===== src/rtl/dtw_ctrl_axil_master.sv =====
// AXI4-Lite initiator for the DTW accelerator register slave (CR/SR/REF_LEN).
// Accepts one command at a time and returns a single response:
//   op 00 = write, op 01/11 = read, op 10 = poll a register until a masked match.
// A poll re-reads the register with POLL_GAP idle cycles between reads.
// It gives up with rsp_timeout after POLL_MAX reads without a match.
// A slave error on any read ends the poll at once.
module dtw_ctrl_axil_master #(
   parameter int C_M_AXI_ADDR_WIDTH = 5,
   parameter int C_M_AXI_DATA_WIDTH = 32,
   parameter int POLL_GAP           = 4,
   parameter int POLL_MAX           = 1024
) (
   input  logic                            clk,
   input  logic                            aresetn,
   // command / response
   input  logic                            cmd_valid,
   output logic                            cmd_ready,
   input  logic [1:0]                      cmd_op,
   input  logic [C_M_AXI_ADDR_WIDTH-1:0]   cmd_addr,
   input  logic [C_M_AXI_DATA_WIDTH-1:0]   cmd_wdata,
   input  logic [C_M_AXI_DATA_WIDTH-1:0]   cmd_mask,
   output logic                            rsp_valid,
   input  logic                            rsp_ready,
   output logic [C_M_AXI_DATA_WIDTH-1:0]   rsp_rdata,
   output logic [1:0]                      rsp_resp,
   output logic                            rsp_timeout,
   // AXI4-Lite master
   output logic [C_M_AXI_ADDR_WIDTH-1:0]   m_axi_awaddr,
   output logic [2:0]                      m_axi_awprot,
   output logic                            m_axi_awvalid,
   input  logic                            m_axi_awready,
   output logic [C_M_AXI_DATA_WIDTH-1:0]   m_axi_wdata,
   output logic [C_M_AXI_DATA_WIDTH/8-1:0] m_axi_wstrb,
   output logic                            m_axi_wvalid,
   input  logic                            m_axi_wready,
   input  logic [1:0]                      m_axi_bresp,
   input  logic                            m_axi_bvalid,
   output logic                            m_axi_bready,
   output logic [C_M_AXI_ADDR_WIDTH-1:0]   m_axi_araddr,
   output logic [2:0]                      m_axi_arprot,
   output logic                            m_axi_arvalid,
   input  logic                            m_axi_arready,
   input  logic [C_M_AXI_DATA_WIDTH-1:0]   m_axi_rdata,
   input  logic [1:0]                      m_axi_rresp,
   input  logic                            m_axi_rvalid,
   output logic                            m_axi_rready
);

   localparam int AW    = C_M_AXI_ADDR_WIDTH;
   localparam int DW    = C_M_AXI_DATA_WIDTH;
   localparam int CNT_W = $clog2(POLL_MAX + 1);
   localparam int GAP_W = (POLL_GAP > 1) ? $clog2(POLL_GAP) : 1;

   localparam logic [1:0] OP_WRITE  = 2'b00;
   localparam logic [1:0] OP_POLL   = 2'b10;
   localparam logic [1:0] RESP_OKAY = 2'b00;

   typedef enum logic [2:0] {
      ST_IDLE, ST_WR, ST_WB, ST_RD, ST_RR, ST_CHK, ST_GAP, ST_RSP
   } state_t;

   // True when every bit selected by mask agrees between value and match.
   function automatic logic masked_match(input logic [DW-1:0] value,
                                         input logic [DW-1:0] match,
                                         input logic [DW-1:0] mask);
      return ((value ^ match) & mask) == {DW{1'b0}};
   endfunction

   state_t            state_r;
   logic [AW-1:0]     addr_r;
   logic [DW-1:0]     data_r;
   logic [DW-1:0]     mask_r;
   logic              poll_r;
   logic [DW-1:0]     rdata_r;
   logic [1:0]        rresp_r;
   logic              aw_done_r;
   logic              w_done_r;
   logic [CNT_W-1:0]  poll_cnt_r;
   logic [GAP_W-1:0]  gap_cnt_r;

   logic              cmd_ready_r;
   logic              awvalid_r;
   logic              wvalid_r;
   logic              bready_r;
   logic              arvalid_r;
   logic              rready_r;
   logic              rsp_valid_r;
   logic [DW-1:0]     rsp_rdata_r;
   logic [1:0]        rsp_resp_r;
   logic              rsp_timeout_r;

   logic              aw_hs_s;
   logic              w_hs_s;
   logic              match_s;
   logic              poll_limit_s;
   logic              gap_last_s;

   assign aw_hs_s      = awvalid_r & m_axi_awready;
   assign w_hs_s       = wvalid_r & m_axi_wready;
   assign match_s      = masked_match(rdata_r, data_r, mask_r);
   assign poll_limit_s = (poll_cnt_r == CNT_W'(POLL_MAX));
   assign gap_last_s   = (gap_cnt_r == GAP_W'(POLL_GAP - 1));

   assign cmd_ready     = cmd_ready_r;
   assign rsp_valid     = rsp_valid_r;
   assign rsp_rdata     = rsp_rdata_r;
   assign rsp_resp      = rsp_resp_r;
   assign rsp_timeout   = rsp_timeout_r;
   assign m_axi_awaddr  = addr_r;
   assign m_axi_awprot  = 3'b000;
   assign m_axi_awvalid = awvalid_r;
   assign m_axi_wdata   = data_r;
   assign m_axi_wstrb   = {(DW/8){1'b1}};
   assign m_axi_wvalid  = wvalid_r;
   assign m_axi_bready  = bready_r;
   assign m_axi_araddr  = addr_r;
   assign m_axi_arprot  = 3'b000;
   assign m_axi_arvalid = arvalid_r;
   assign m_axi_rready  = rready_r;

   // Command sequencer: drives every AXI channel and the response port from registers.
   always_ff @(posedge clk or negedge aresetn) begin
      if (!aresetn) begin
         state_r       <= ST_IDLE;
         addr_r        <= '0;
         data_r        <= '0;
         mask_r        <= '0;
         poll_r        <= 1'b0;
         rdata_r       <= '0;
         rresp_r       <= 2'b00;
         aw_done_r     <= 1'b0;
         w_done_r      <= 1'b0;
         poll_cnt_r    <= '0;
         gap_cnt_r     <= '0;
         cmd_ready_r   <= 1'b1;
         awvalid_r     <= 1'b0;
         wvalid_r      <= 1'b0;
         bready_r      <= 1'b0;
         arvalid_r     <= 1'b0;
         rready_r      <= 1'b0;
         rsp_valid_r   <= 1'b0;
         rsp_rdata_r   <= '0;
         rsp_resp_r    <= 2'b00;
         rsp_timeout_r <= 1'b0;
      end else begin
         case (state_r)
            ST_IDLE: begin
               if (cmd_valid) begin
                  cmd_ready_r <= 1'b0;
                  addr_r      <= cmd_addr;
                  data_r      <= cmd_wdata;
                  mask_r      <= cmd_mask;
                  poll_r      <= (cmd_op == OP_POLL);
                  poll_cnt_r  <= '0;
                  if (cmd_op == OP_WRITE) begin
                     awvalid_r <= 1'b1;
                     wvalid_r  <= 1'b1;
                     aw_done_r <= 1'b0;
                     w_done_r  <= 1'b0;
                     state_r   <= ST_WR;
                  end else begin
                     arvalid_r <= 1'b1;
                     state_r   <= ST_RD;
                  end
               end else begin
                  cmd_ready_r <= 1'b1;
               end
            end
            ST_WR: begin
               // Address and data handshakes may complete in either order or together.
               if (aw_hs_s) begin
                  awvalid_r <= 1'b0;
                  aw_done_r <= 1'b1;
               end
               if (w_hs_s) begin
                  wvalid_r <= 1'b0;
                  w_done_r <= 1'b1;
               end
               if ((aw_done_r || aw_hs_s) && (w_done_r || w_hs_s)) begin
                  bready_r <= 1'b1;
                  state_r  <= ST_WB;
               end
            end
            ST_WB: begin
               if (m_axi_bvalid) begin
                  bready_r      <= 1'b0;
                  rsp_valid_r   <= 1'b1;
                  rsp_rdata_r   <= '0;
                  rsp_resp_r    <= m_axi_bresp;
                  rsp_timeout_r <= 1'b0;
                  state_r       <= ST_RSP;
               end
            end
            ST_RD: begin
               if (m_axi_arready) begin
                  arvalid_r  <= 1'b0;
                  rready_r   <= 1'b1;
                  poll_cnt_r <= poll_cnt_r + CNT_W'(1);
                  state_r    <= ST_RR;
               end
            end
            ST_RR: begin
               if (m_axi_rvalid) begin
                  rready_r <= 1'b0;
                  rdata_r  <= m_axi_rdata;
                  rresp_r  <= m_axi_rresp;
                  if (poll_r) begin
                     state_r <= ST_CHK;
                  end else begin
                     rsp_valid_r   <= 1'b1;
                     rsp_rdata_r   <= m_axi_rdata;
                     rsp_resp_r    <= m_axi_rresp;
                     rsp_timeout_r <= 1'b0;
                     state_r       <= ST_RSP;
                  end
               end
            end
            ST_CHK: begin
               // Error aborts first, then match, then the read budget; otherwise retry.
               if ((rresp_r != RESP_OKAY) || match_s || poll_limit_s) begin
                  rsp_valid_r   <= 1'b1;
                  rsp_rdata_r   <= rdata_r;
                  rsp_resp_r    <= rresp_r;
                  rsp_timeout_r <= (rresp_r == RESP_OKAY) && !match_s;
                  state_r       <= ST_RSP;
               end else if (POLL_GAP == 0) begin
                  arvalid_r <= 1'b1;
                  state_r   <= ST_RD;
               end else begin
                  gap_cnt_r <= '0;
                  state_r   <= ST_GAP;
               end
            end
            ST_GAP: begin
               if (gap_last_s) begin
                  arvalid_r <= 1'b1;
                  state_r   <= ST_RD;
               end else begin
                  gap_cnt_r <= gap_cnt_r + GAP_W'(1);
               end
            end
            ST_RSP: begin
               if (rsp_ready) begin
                  rsp_valid_r <= 1'b0;
                  cmd_ready_r <= 1'b1;
                  state_r     <= ST_IDLE;
               end
            end
            default: begin
               state_r     <= ST_IDLE;
               cmd_ready_r <= 1'b1;
               awvalid_r   <= 1'b0;
               wvalid_r    <= 1'b0;
               bready_r    <= 1'b0;
               arvalid_r   <= 1'b0;
               rready_r    <= 1'b0;
               rsp_valid_r <= 1'b0;
            end
         endcase
      end
   end

endmodule


===== config.mk =====
export PLATFORM = sky130hd
export DESIGN_NAME = dtw_ctrl_axil_master
export DESIGN_NICKNAME = d
export VERILOG_FILES = /design/src/rtl/dtw_ctrl_axil_master.sv
export SDC_FILE = /design/constraint.sdc
export NUM_CORES = 1
export LEC_CHECK = 0
export ABC_AREA = 0
export CAP_MARGIN = 20
export CORE_MARGIN = 3
export CORE_UTILIZATION = 40
export DETAILED_ROUTE_END_ITERATION = 6
export PLACE_DENSITY = 0.79
export SLEW_MARGIN = 30
export SYNTH_ARGS = -nofsm -noshare
export SYNTH_HDL_FRONTEND = slang
export SYNTH_SLANG_ARGS = --single-unit

===== constraint.sdc =====
create_clock -name clk -period 2.3 [get_ports clk]
set_input_delay 0.345 -clock clk [delete_from_list [all_inputs] [get_ports clk]]
set_output_delay 0.345 -clock clk [all_outputs]
set_load 0.1 [all_outputs]

==> results of run 1 <==
==> registers in the layout, summed over array words and instances (netlist names), 3 cells and up <==
name          count
m_axi_wdata      32
poll_cnt_r       11
m_axi_araddr      5
mask_r           32
rdata_r          32
rsp_rdata        32
state_r           3
==> Yosys cell counts, types with 2 or more instances <==
library cell / number / area, µm²
or3_1: 3 / 18.77
clkinv_1: 2 / 7.510
o21ai_0: 13 / 65.06
nand3_1: 8 / 40.04
xor2_1: 35 / 306.5
nand2b_1: 2 / 12.51
conb_1: 2 / 7.510
nor2_1: 18 / 67.56
and2_1: 3 / 18.77
nor3_1: 10 / 50.05
dfrtp_1: 163 / 4079
nand2_1: 19 / 71.32
a21o_1: 2 / 15.01
o21a_1: 2 / 15.01
mux2_2: 136 / 1531
a22oi_1: 17 / 127.6
a21oi_1: 11 / 55.05
ha_1: 3 / 37.54
nand4_1: 6 / 37.54
buf_2: 8 / 40.04
nor4b_1: 2 / 17.52
and3_1: 3 / 18.77
buf_4: 15 / 112.6
buf_6: 3 / 33.78
nor4_1: 3 / 18.77
a22o_1: 32 / 280.3
inv_1: 7 / 26.28
clkbuf_1: 16 / 60.06
a31oi_1: 3 / 18.77
nand3b_1: 3 / 22.52
xnor2_1: 6 / 52.55
mux2i_1: 4 / 40.04
==> worst max-delay path by stage <==
stage	slack, ns	start	endpoint
after CTS	-0.23	m_axi_wdata[14]$_DFFE_PN0P_	rsp_rdata[26]$_DFFE_PN0P_
after floorplan	-0.22	m_axi_wdata[23]$_DFFE_PN0P_	rsp_rdata[21]$_DFFE_PN0P_
after detailed placement	-0.29	m_axi_wdata[14]$_DFFE_PN0P_	rsp_rdata[26]$_DFFE_PN0P_
final	-0.25	m_axi_wdata[14]$_DFFE_PN0P_	rsp_rdata[0]$_DFFE_PN0P_
after global placement	-0.26	m_axi_wdata[14]$_DFFE_PN0P_	rsp_rdata[30]$_DFFE_PN0P_
after global routing	-0.30	m_axi_wdata[12]$_DFFE_PN0P_	rsp_rdata[3]$_DFFE_PN0P_
==> kinds of logic after synthesis <==
group	synth area share
AO/OA/AOI/OAI	0.08716
XOR/XNOR	0.04792
adder cells (fa/ha/maj)	0.005010
buffers and inverters	0.03790
flip-flops	0.5478
multiplexers	0.2112
other	0.001002
AND/OR/NAND/NOR	0.06195
==> worst max-delay path: stages (launching register included) <==
cell and delay [ns]:
dfrtp_4 0.48, xor2_1 0.20, a22oi_2 0.25, nand4_1 0.19, or4_4 0.49, a21boi_4 0.21
buf_6 0.16, clkbuf_16 0.17, mux2_4 0.30
==> what timing repair did <==
| item | CTS | global route |
|---|---|---|
| hold buffers | 1 | 0 |
| setup endpoints to repair | 37 | 38 |
| resized for setup | 5 | 44 |
| hold endpoints to repair | 50 | 0 |
| setup buffers | 0 | 3 |
| gates cloned | 0 | 2 |
| pin swaps | 2 | 7 |
==> per-layer routing <==
metal / global-route usage / part of all wire / routed length [µm]
met3: 0.06966 / 0.069 / 1470
met4: 0.05253 / 0.013 / 282
met5: 0 / 0 / 0
met2: 0.3378 / 0.50 / 10620
met1: 0.2614 / 0.42 / 8922
==> through the flow <==
step                cells  setup TNS, ns    util  instance area [µm²]  setup WS, ns
floorplan             587         -6.990       -                 7599       -0.2229
global placement     1068         -8.539  0.5626                10240       -0.2616
detailed placement   1068         -9.347  0.5626                10240       -0.2924
CTS                  1101         -7.040  0.5974                10880       -0.2325
global route         1106         -9.524  0.6112                11130       -0.2956
finish               1106         -7.837  0.6112                11130       -0.2511
==> final cells by class <==
type	count	area, µm²	share of cell area
Multi-Input combinational cell	371	3346	0.3006
Clock buffer	19	442.9	0.03980
Sequential cell	164	4180	0.3756
Inverter	9	33.78	0.003035
Timing Repair Buffer	301	2689	0.2416
Clock inverter	13	151.4	0.01360
Tap cell	229	286.5	0.02574
==> flow_summary_export.csv, run 1 <==
group,metric,value,unit
outcome,failed_checks,"setup timing",
floorplan,initial_utilization,0.4115,
drt,routed_length_per_instance,19.26,µm
timing,fin_worst_hold_slack,0.4699,ns
floorplan,die_h,142.9,µm
yosys,yosys_warnings,0,
worst_setup_path,timing_worst_setup_path_type,"reg2reg",
cts,cts.sink_count,164,
layout,layout.cells.most_common,"buf_4",
floorplan,io_pins,210,
yosys,dominantRegCellSynth,"dfrtp_1",
worst_setup_path,critPathLaunchType,"register",
cts,clock_tree.root_cell,"clkbuf_16",
floorplan,fp.dieW,142.9,µm
timing,setup_viol,35,
yosys,synth-async-reset-ratio,1.000,
drt,mean_number_of_vias_per_cell,5.150,
worst_setup_path,worst_ep_arrival_time,2.86,ns
timing,relative_max_transition_margin,0.5732,
timing,timing_max_transition_violations_final,0,
worst_setup_path,required,2.61,ns
layout,area_delta_synth_final,48.52,%
timing,finalCriticalPeriod,2.551,ns
layout,n_antenna_cell,0,
drt,routed_wl,21300,µm
yosys,syn_area_per_cell,12.94,µm²
cts,clk_pin_slew_worst_paths,0.06,ns
worst_setup_path,rr_endpoint,"rsp_rdata[0]$_DFFE_PN0P_",
grt,antenna_violations_before_repair,0,
floorplan,core,0.01821,mm²
worst_setup_path,worstPathMaxFanout,7,
cts,cts_made_buffers,17,
timing,report.final.hold_viol_count,0,
cts,htree_levels,4,
timing,grt_setup_unrepaired,"true",
worst_setup_path,r2r-start,"m_axi_wdata[14]$_DFFE_PN0P_",
worst_setup_path,critPathCaptureType,"register",
timing,finalClockSkew,0.01051,ns
yosys,yosys.cell_types.count,51,
cts,insertion_delay,0.43,ns
placed_design,port_buffers,199,
grt,global_route_wire_length_before_repair,32350,µm
floorplan,design.die.area,0.02041,mm²
timing,timing.final.ws_setup,-0.2511,ns
yosys,synth-seq-cells,164,
placed_design,routabilityCongestion,0.8394,
layout,drive_gt1_frac,0.4629,
grt,grt_pass1_vias,6066,
timing,worst-slew-pin-transition,0.6241,ns
grt,globalRoute.totalOverflow,0,
min_path,worstHoldPathType,"in2async",
flow_run,cap_viol_max_count,0,
grt,grt.total_usage,0.2053,
cts,deepest_clock_path_buffer_count,2,
worst_setup_path,reg2reg_depth,8,
outcome,status,"complete, but fails checks",
yosys,mappedNetlistArea,0.007493,mm²
layout,most-common-layout-cells,"buf_4, dfrtp_1, clkdlybuf4s50_1, mux2_2",
layout,finish.net_count,983,
timing,final_min_period_over_clock_period,1.109,
drt,detailedRoute.firstIterationViolations,272,
timing,max_clock_freq,392.0,MHz
drt,detail_route.first_pass.iterations,6,
drt,drcViolationCount,0,
drt,detail-route-antenna-nets,0,
yosys,synth_edf_count,0,
yosys,post_synthesis_sequential_area_ratio,0.5478,
worst_setup_path,r2r_slack,-0.25,ns
yosys,post_synth_inst_count,579,
drt,vias,5696,
grt,grt_max_degree,58,
placed_design,post-dp-hpwl,15060,µm
layout,final.fill_count,1415,
floorplan,rows,49,
cts,tritoncts_clock_tree,"built",
Power of run 1 is left out: the tool's default activity adds up to more than one toggle a clock period on the data nets, which glitch-free logic cannot reach.
==> run 2: changes to the inputs <==
--- a/config.mk
+++ b/config.mk
@@ -8,9 +8,9 @@
 export ABC_AREA = 0
 export CAP_MARGIN = 20
 export CORE_MARGIN = 3
-export CORE_UTILIZATION = 40
+export CORE_UTILIZATION = 48
 export DETAILED_ROUTE_END_ITERATION = 6
-export PLACE_DENSITY = 0.79
+export PLACE_DENSITY = 0.88
 export SLEW_MARGIN = 30
 export SYNTH_ARGS = -nofsm -noshare
 export SYNTH_HDL_FRONTEND = slang
==> constraint.sdc (replaced) <==
create_clock -name clk -period 2.45 [get_ports clk]
set_input_delay 0.3675 -clock clk [delete_from_list [all_inputs] [get_ports clk]]
set_output_delay 0.3675 -clock clk [all_outputs]
set_load 0.1 [all_outputs]
==> flow_summary_export.csv, run 2 (synthesized netlist as in run 1, its figures left out) <==
group,metric,value,unit
worst_setup_path,critPathLaunchType,"register",
worst_setup_path,worstPathMaxFanout,10,
floorplan,die_h,130.9,µm
timing,report.final.hold_viol_count,0,
placed_design,detailedPlace.worstSlack,-0.1145,ns
grt,busiest_layer_in_global_routing,"met2",
layout,layout.cells.most_common,"mux2_2",
worst_setup_path,critPathMaxStageDelay,0.53,ns
floorplan,io_pins,210,
grt,antenna_violations_before_repair,0,
outcome,status,"complete, but fails checks",
cts,cts.sink_count,164,
timing,finalClockSkew,0.01020,ns
placed_design,port_buffers,199,
timing,max_clock_freq,406.2,MHz
grt,use_met3,0.06545,
floorplan,design.die.area,0.01715,mm²
placed_design,placed_cells_incl_taps,989,
drt,detailedRoute.firstIterationViolations,313,
layout,n_antenna_cell,0,
timing,worst-slew-pin-transition,0.6672,ns
drt,detail-route-antenna-nets,0,
cts,clock_tree.root_cell,"clkbuf_16",
timing,finalCriticalPeriod,2.462,ns
floorplan,fp.dieW,130.9,µm
cts,clk_pin_slew_worst_paths,0.07,ns
cts,htree_levels,4,
grt,met2_usage,0.4146,
drt,detail_route.first_pass.iterations,4,
worst_setup_path,critPathLaunch,"m_axi_wdata[19]$_DFFE_PN0P_",
layout,finish.net_count,923,
grt,grt.total_usage,0.2419,
worst_setup_path,timing_worst_setup_path_type,"reg2reg",
layout,final.fill_count,1062,
timing,total_negative_setup_slacks,-0.07011,ns
timing,timing_max_transition_violations_final,0,
min_path,worstHoldPathType,"in2async",
timing,setup_viol,11,
worst_setup_path,r2r-start,"m_axi_wdata[19]$_DFFE_PN0P_",
grt,grt_pass1_vias,5862,
layout,non_filler_instance_count_after_layout,1028,
drt,routed_wl,20330,µm
timing,grt_setup_unrepaired,"true",
cts,deepest_clock_path_buffer_count,2,
floorplan,core,0.01526,mm²
grt,globalRoute.totalOverflow,0,
placed_design,post-dp-hpwl,14940,µm
drt,drcViolationCount,0,
worst_setup_path,cell_chain_critical_path,"xor2_1 > a22oi_2 > nand4_1 > or4_4 > a21boi_4 > buf_6 > buf_12 > mux2_2",
outcome,failed_checks,"setup timing",
cts,insertion_delay,0.43,ns
layout,area_delta_synth_final,39.87,%
grt,grt_max_degree,51,
worst_setup_path,critPathCaptureType,"register",
drt,routed_length_per_instance,19.78,µm
grt,gr-usage-met1,0.3021,
worst_setup_path,required,2.76,ns
layout,most-common-layout-cells,"mux2_2, dfrtp_1, buf_4, clkdlybuf4s50_1, xor2_1",
placed_design,routabilityCongestion,0.8662,
cts,cts_made_buffers,17,
worst_setup_path,cpMaxStageDelayCell,"or4_4",
timing,relative_max_transition_margin,0.5511,
grt,global_route_wire_length_before_repair,31480,µm
timing,timing.final.ws_setup,-0.01192,ns
worst_setup_path,worst_ep_arrival_time,2.77,ns
floorplan,rows,45,
drt,mean_number_of_vias_per_cell,5.446,
timing,final_min_period_over_clock_period,1.005,
flow_run,cap_viol_max_count,0,
cts,tritoncts_clock_tree,"built",
drt,vias,5598,
floorplan,initial_utilization,0.4911,
layout,drive_gt1_frac,0.4186,
layout,area_taken_by_multi_input_logic_gates,0.003194,mm²
layout,ff_latch_area,0.004180,mm²
run 2: repair_timing:
item	in CTS	in global routing
setup endpoints to repair	34	35
gates cloned	1	0
hold endpoints to repair	45	0
buffers inserted	4	2
hold buffers	1	0
pin swaps	6	3
resized for setup	10	3
run 2: metrics by stage:
stage	instance area, µm²	hold slack, ns	utilization
after floorplan	7599	0.07191	-
after global placement	9752	0.3457	0.6391
after detailed placement	9752	0.3521	0.6391
after CTS	10450	0.4572	0.6851
after global routing	10480	0.5008	0.6869
final	10480	0.4350	0.6869
run 2: layout make-up:
type	instances	area share
Clock inverter	14	0.01612
Multi-Input combinational cell	371	0.3048
Inverter	9	0.003223
Sequential cell	164	0.3988
Timing Repair Buffer	241	0.2109
Tap cell	211	0.02519
Clock buffer	18	0.04095
run 2: final timing paths:
path,end,slack (ns),cells past startpoint
max,rsp_rdata[9]$_DFFE_PN0P_,-0.01,8
min,m_axi_arvalid$_DFFE_PN0P_,0.43,2
max reg2reg,rsp_rdata[9]$_DFFE_PN0P_,-0.01,8
min reg2reg,m_axi_arvalid$_DFFE_PN0P_,0.50,1
max in group asynchronous,m_axi_wdata[19]$_DFFE_PN0P_,1.33,3
min in group clk,m_axi_arvalid$_DFFE_PN0P_,0.50,1
run 2: critical path: cells and delay by family (launching register included):
| kind | cells | cell delay (ns) |
|---|---|---|
| compound gates | 2 | 0.41 |
| xor+xnor | 1 | 0.18 |
| buf+inv | 2 | 0.27 |
| flops | 1 | 0.48 |
| mux | 1 | 0.34 |
| simple gates | 2 | 0.66 |
run 2: metal layers:
layer  vias to the layer above  wire length, µm
met1                      2865             8048
met4                         0              298
li1                       2521                -
met3                        22             1472
met5                         -                0
met2                       190            10510
Power of run 2 is left out for the same reason.
==> run 3: changes to the inputs <==
--- a/config.mk
+++ b/config.mk
@@ -11,6 +11,7 @@
 export CORE_UTILIZATION = 48
 export DETAILED_ROUTE_END_ITERATION = 6
 export PLACE_DENSITY = 0.88
+export REMOVE_ABC_BUFFERS = 1
 export SLEW_MARGIN = 30
 export SYNTH_ARGS = -nofsm -noshare
 export SYNTH_HDL_FRONTEND = slang
==> flow_summary_export.csv, run 3 (synthesized netlist as in run 1, its figures left out) <==
group,metric,value,unit
outcome,status,"complete, but fails checks",
outcome,failed_checks,"setup timing",
timing,timing.final.ws_setup,-0.05657,ns
layout,n_antenna_cell,0,
cts,clock_tree.root_cell,"clkbuf_16",
floorplan,initial_utilization,0.4911,
layout,drive_gt1_frac,0.3693,
floorplan,io_pins,210,
timing,final_min_period_over_clock_period,1.023,
floorplan,rows,45,
timing,finalCriticalPeriod,2.507,ns
grt,grt_pass1_vias,5858,
floorplan,fp.dieW,130.9,µm
layout,final.fill_count,1062,
worst_setup_path,critPathLaunchType,"register",
placed_design,post-dp-hpwl,14160,µm
grt,antenna_violations_before_repair,0,
drt,detail-route-antenna-nets,0,
timing,grt_setup_unrepaired,"true",
drt,vias,5536,
floorplan,design.die.area,0.01715,mm²
drt,routed_length_per_instance,19.24,µm
cts,clk_pin_slew_worst_paths,0.07,ns
timing,timing_max_transition_violations_final,0,
timing,max_clock_freq,399.0,MHz
placed_design,port_buffers,199,
layout,most-common-layout-cells,"dfrtp_1, mux2_2, clkdlybuf4s50_1, buf_4, xor2_1",
worst_setup_path,worst_ep_arrival_time,2.80,ns
cts,insertion_delay,0.42,ns
cts,tritoncts_clock_tree,"built",
layout,layout.cells.most_common,"dfrtp_1",
drt,detailedRoute.firstIterationViolations,238,
grt,global_route_wire_length_before_repair,30370,µm
cts,cts.sink_count,164,
floorplan,die_h,130.9,µm
min_path,worstHoldPathType,"in2async",
timing,relative_max_transition_margin,0.5304,
cts,cts_made_buffers,17,
drt,routed_wl,19580,µm
floorplan,core,0.01526,mm²
cts,htree_levels,4,
timing,report.final.hold_viol_count,0,
drt,drcViolationCount,0,
worst_setup_path,critPathMaxStageDelay,0.57,ns
worst_setup_path,critPathCaptureType,"register",
layout,area_delta_synth_final,37.52,%
worst_setup_path,cpMaxStageDelayCell,"or4_4",
grt,grt_max_degree,57,
layout,finish.net_count,914,
layout,non_filler_instance_count_after_layout,1018,
timing,finalClockSkew,0.01307,ns
placed_design,routabilityCongestion,0.8264,
worst_setup_path,r2r_slack,-0.06,ns
drt,mean_number_of_vias_per_cell,5.438,
flow_run,cap_viol_max_count,0,
drt,detail_route.first_pass.iterations,4,
worst_setup_path,timing_worst_setup_path_type,"reg2reg",
worst_setup_path,required,2.75,ns
worst_setup_path,cell_chain_critical_path,"xor2_1 > a22oi_1 > nand4_1 > or4_4 > a21boi_4 > buf_4 > buf_12 > mux2_2",
cts,deepest_clock_path_buffer_count,2,
timing,setup_viol,34,
placed_design,detailedPlace.worstSlack,-0.07714,ns
placed_design,placed_cells_incl_taps,976,
worst_setup_path,worstPathMaxFanout,12,
grt,grt.total_usage,0.2307,
grt,globalRoute.totalOverflow,0,
timing,worst-slew-pin-transition,0.6980,ns
[run 3: cell types whose count changed in the layout (fill, tap and decap cells not counted), moves of 2 or more]
cell | previous run | this run
dfrtp_1 | 131 | 163
dfrtp_2 | 18 | 0
dfrtp_4 | 14 | 0
buf_4 | 115 | 109
a22oi_1 | 11 | 14
a22oi_2 | 6 | 3
inv_8 | 3 | 0
buf_6 | 3 | 1
clkinvlp_4 | 3 | 5
inv_6 | 4 | 2
[run 3: repair_timing]
action,CTS,global route
buffers inserted,5,6
gates cloned,1,0
setup endpoints to repair,34,36
hold buffers,1,0
resized for setup,5,13
endpoints found under the hold margin,49,0
pin swaps,0,2
[run 3: worst max-delay path: cells and delay by family, from the launching register on]
kind / cells / cell delay (ns)
compound gates: 2 / 0.40
xor+xnor: 1 / 0.18
buf+inv: 2 / 0.29
flops: 1 / 0.42
mux: 1 / 0.35
simple gates: 2 / 0.74
[run 3: per-layer routing]
layer  track usage  routed length, µm
met1        0.2730               7445
met2        0.4017              10310
met3       0.08130               1560
met4       0.05868                271
met5             0                  0
[run 3: layout make-up]
class | count | area [µm²] | share of cell area
multi-input cells | 371 | 3179 | 0.3085
clock inverters | 11 | 151.4 | 0.01469
inverters | 9 | 37.54 | 0.003643
flip-flops and latches | 164 | 4105 | 0.3984
repair buffers | 232 | 2121 | 0.2058
clock buffers | 20 | 446.7 | 0.04335
well taps | 211 | 264.0 | 0.02562
[run 3: path summary, 6_finish.rpt]
kind / startpoint / endpoint / cells past startpoint
setup / recovery: rdata_r[20]$_DFFE_PN0P_ / rsp_rdata[4]$_DFFE_PN0P_ / 8
hold / removal: aresetn / m_axi_wdata[24]$_DFFE_PN0P_ / 2
setup reg to reg: rdata_r[20]$_DFFE_PN0P_ / rsp_rdata[4]$_DFFE_PN0P_ / 8
hold reg to reg: rsp_rdata[24]$_DFFE_PN0P_ / rsp_rdata[24]$_DFFE_PN0P_ / 1
max in group asynchronous: aresetn / cmd_ready$_DFFE_PN1P_ / 3
min in group clk: rsp_rdata[24]$_DFFE_PN0P_ / rsp_rdata[24]$_DFFE_PN0P_ / 1
[run 3: stage by stage]
step,hold WS [ns],setup TNS [ns],util,instance area [µm²]
6_report,0.4781,-0.9927,0.6754,10300
5_1_grt,0.5083,-4.187,0.6754,10300
4_1_cts,0.4797,-0.4636,0.6718,10250
3_5_place_dp,0.3488,-0.3026,0.6267,9562
3_3_place_gp,0.3419,0,0.6267,9562
2_1_floorplan,0.07191,-112.20,-,7273
Power of run 3 is left out for the same reason.
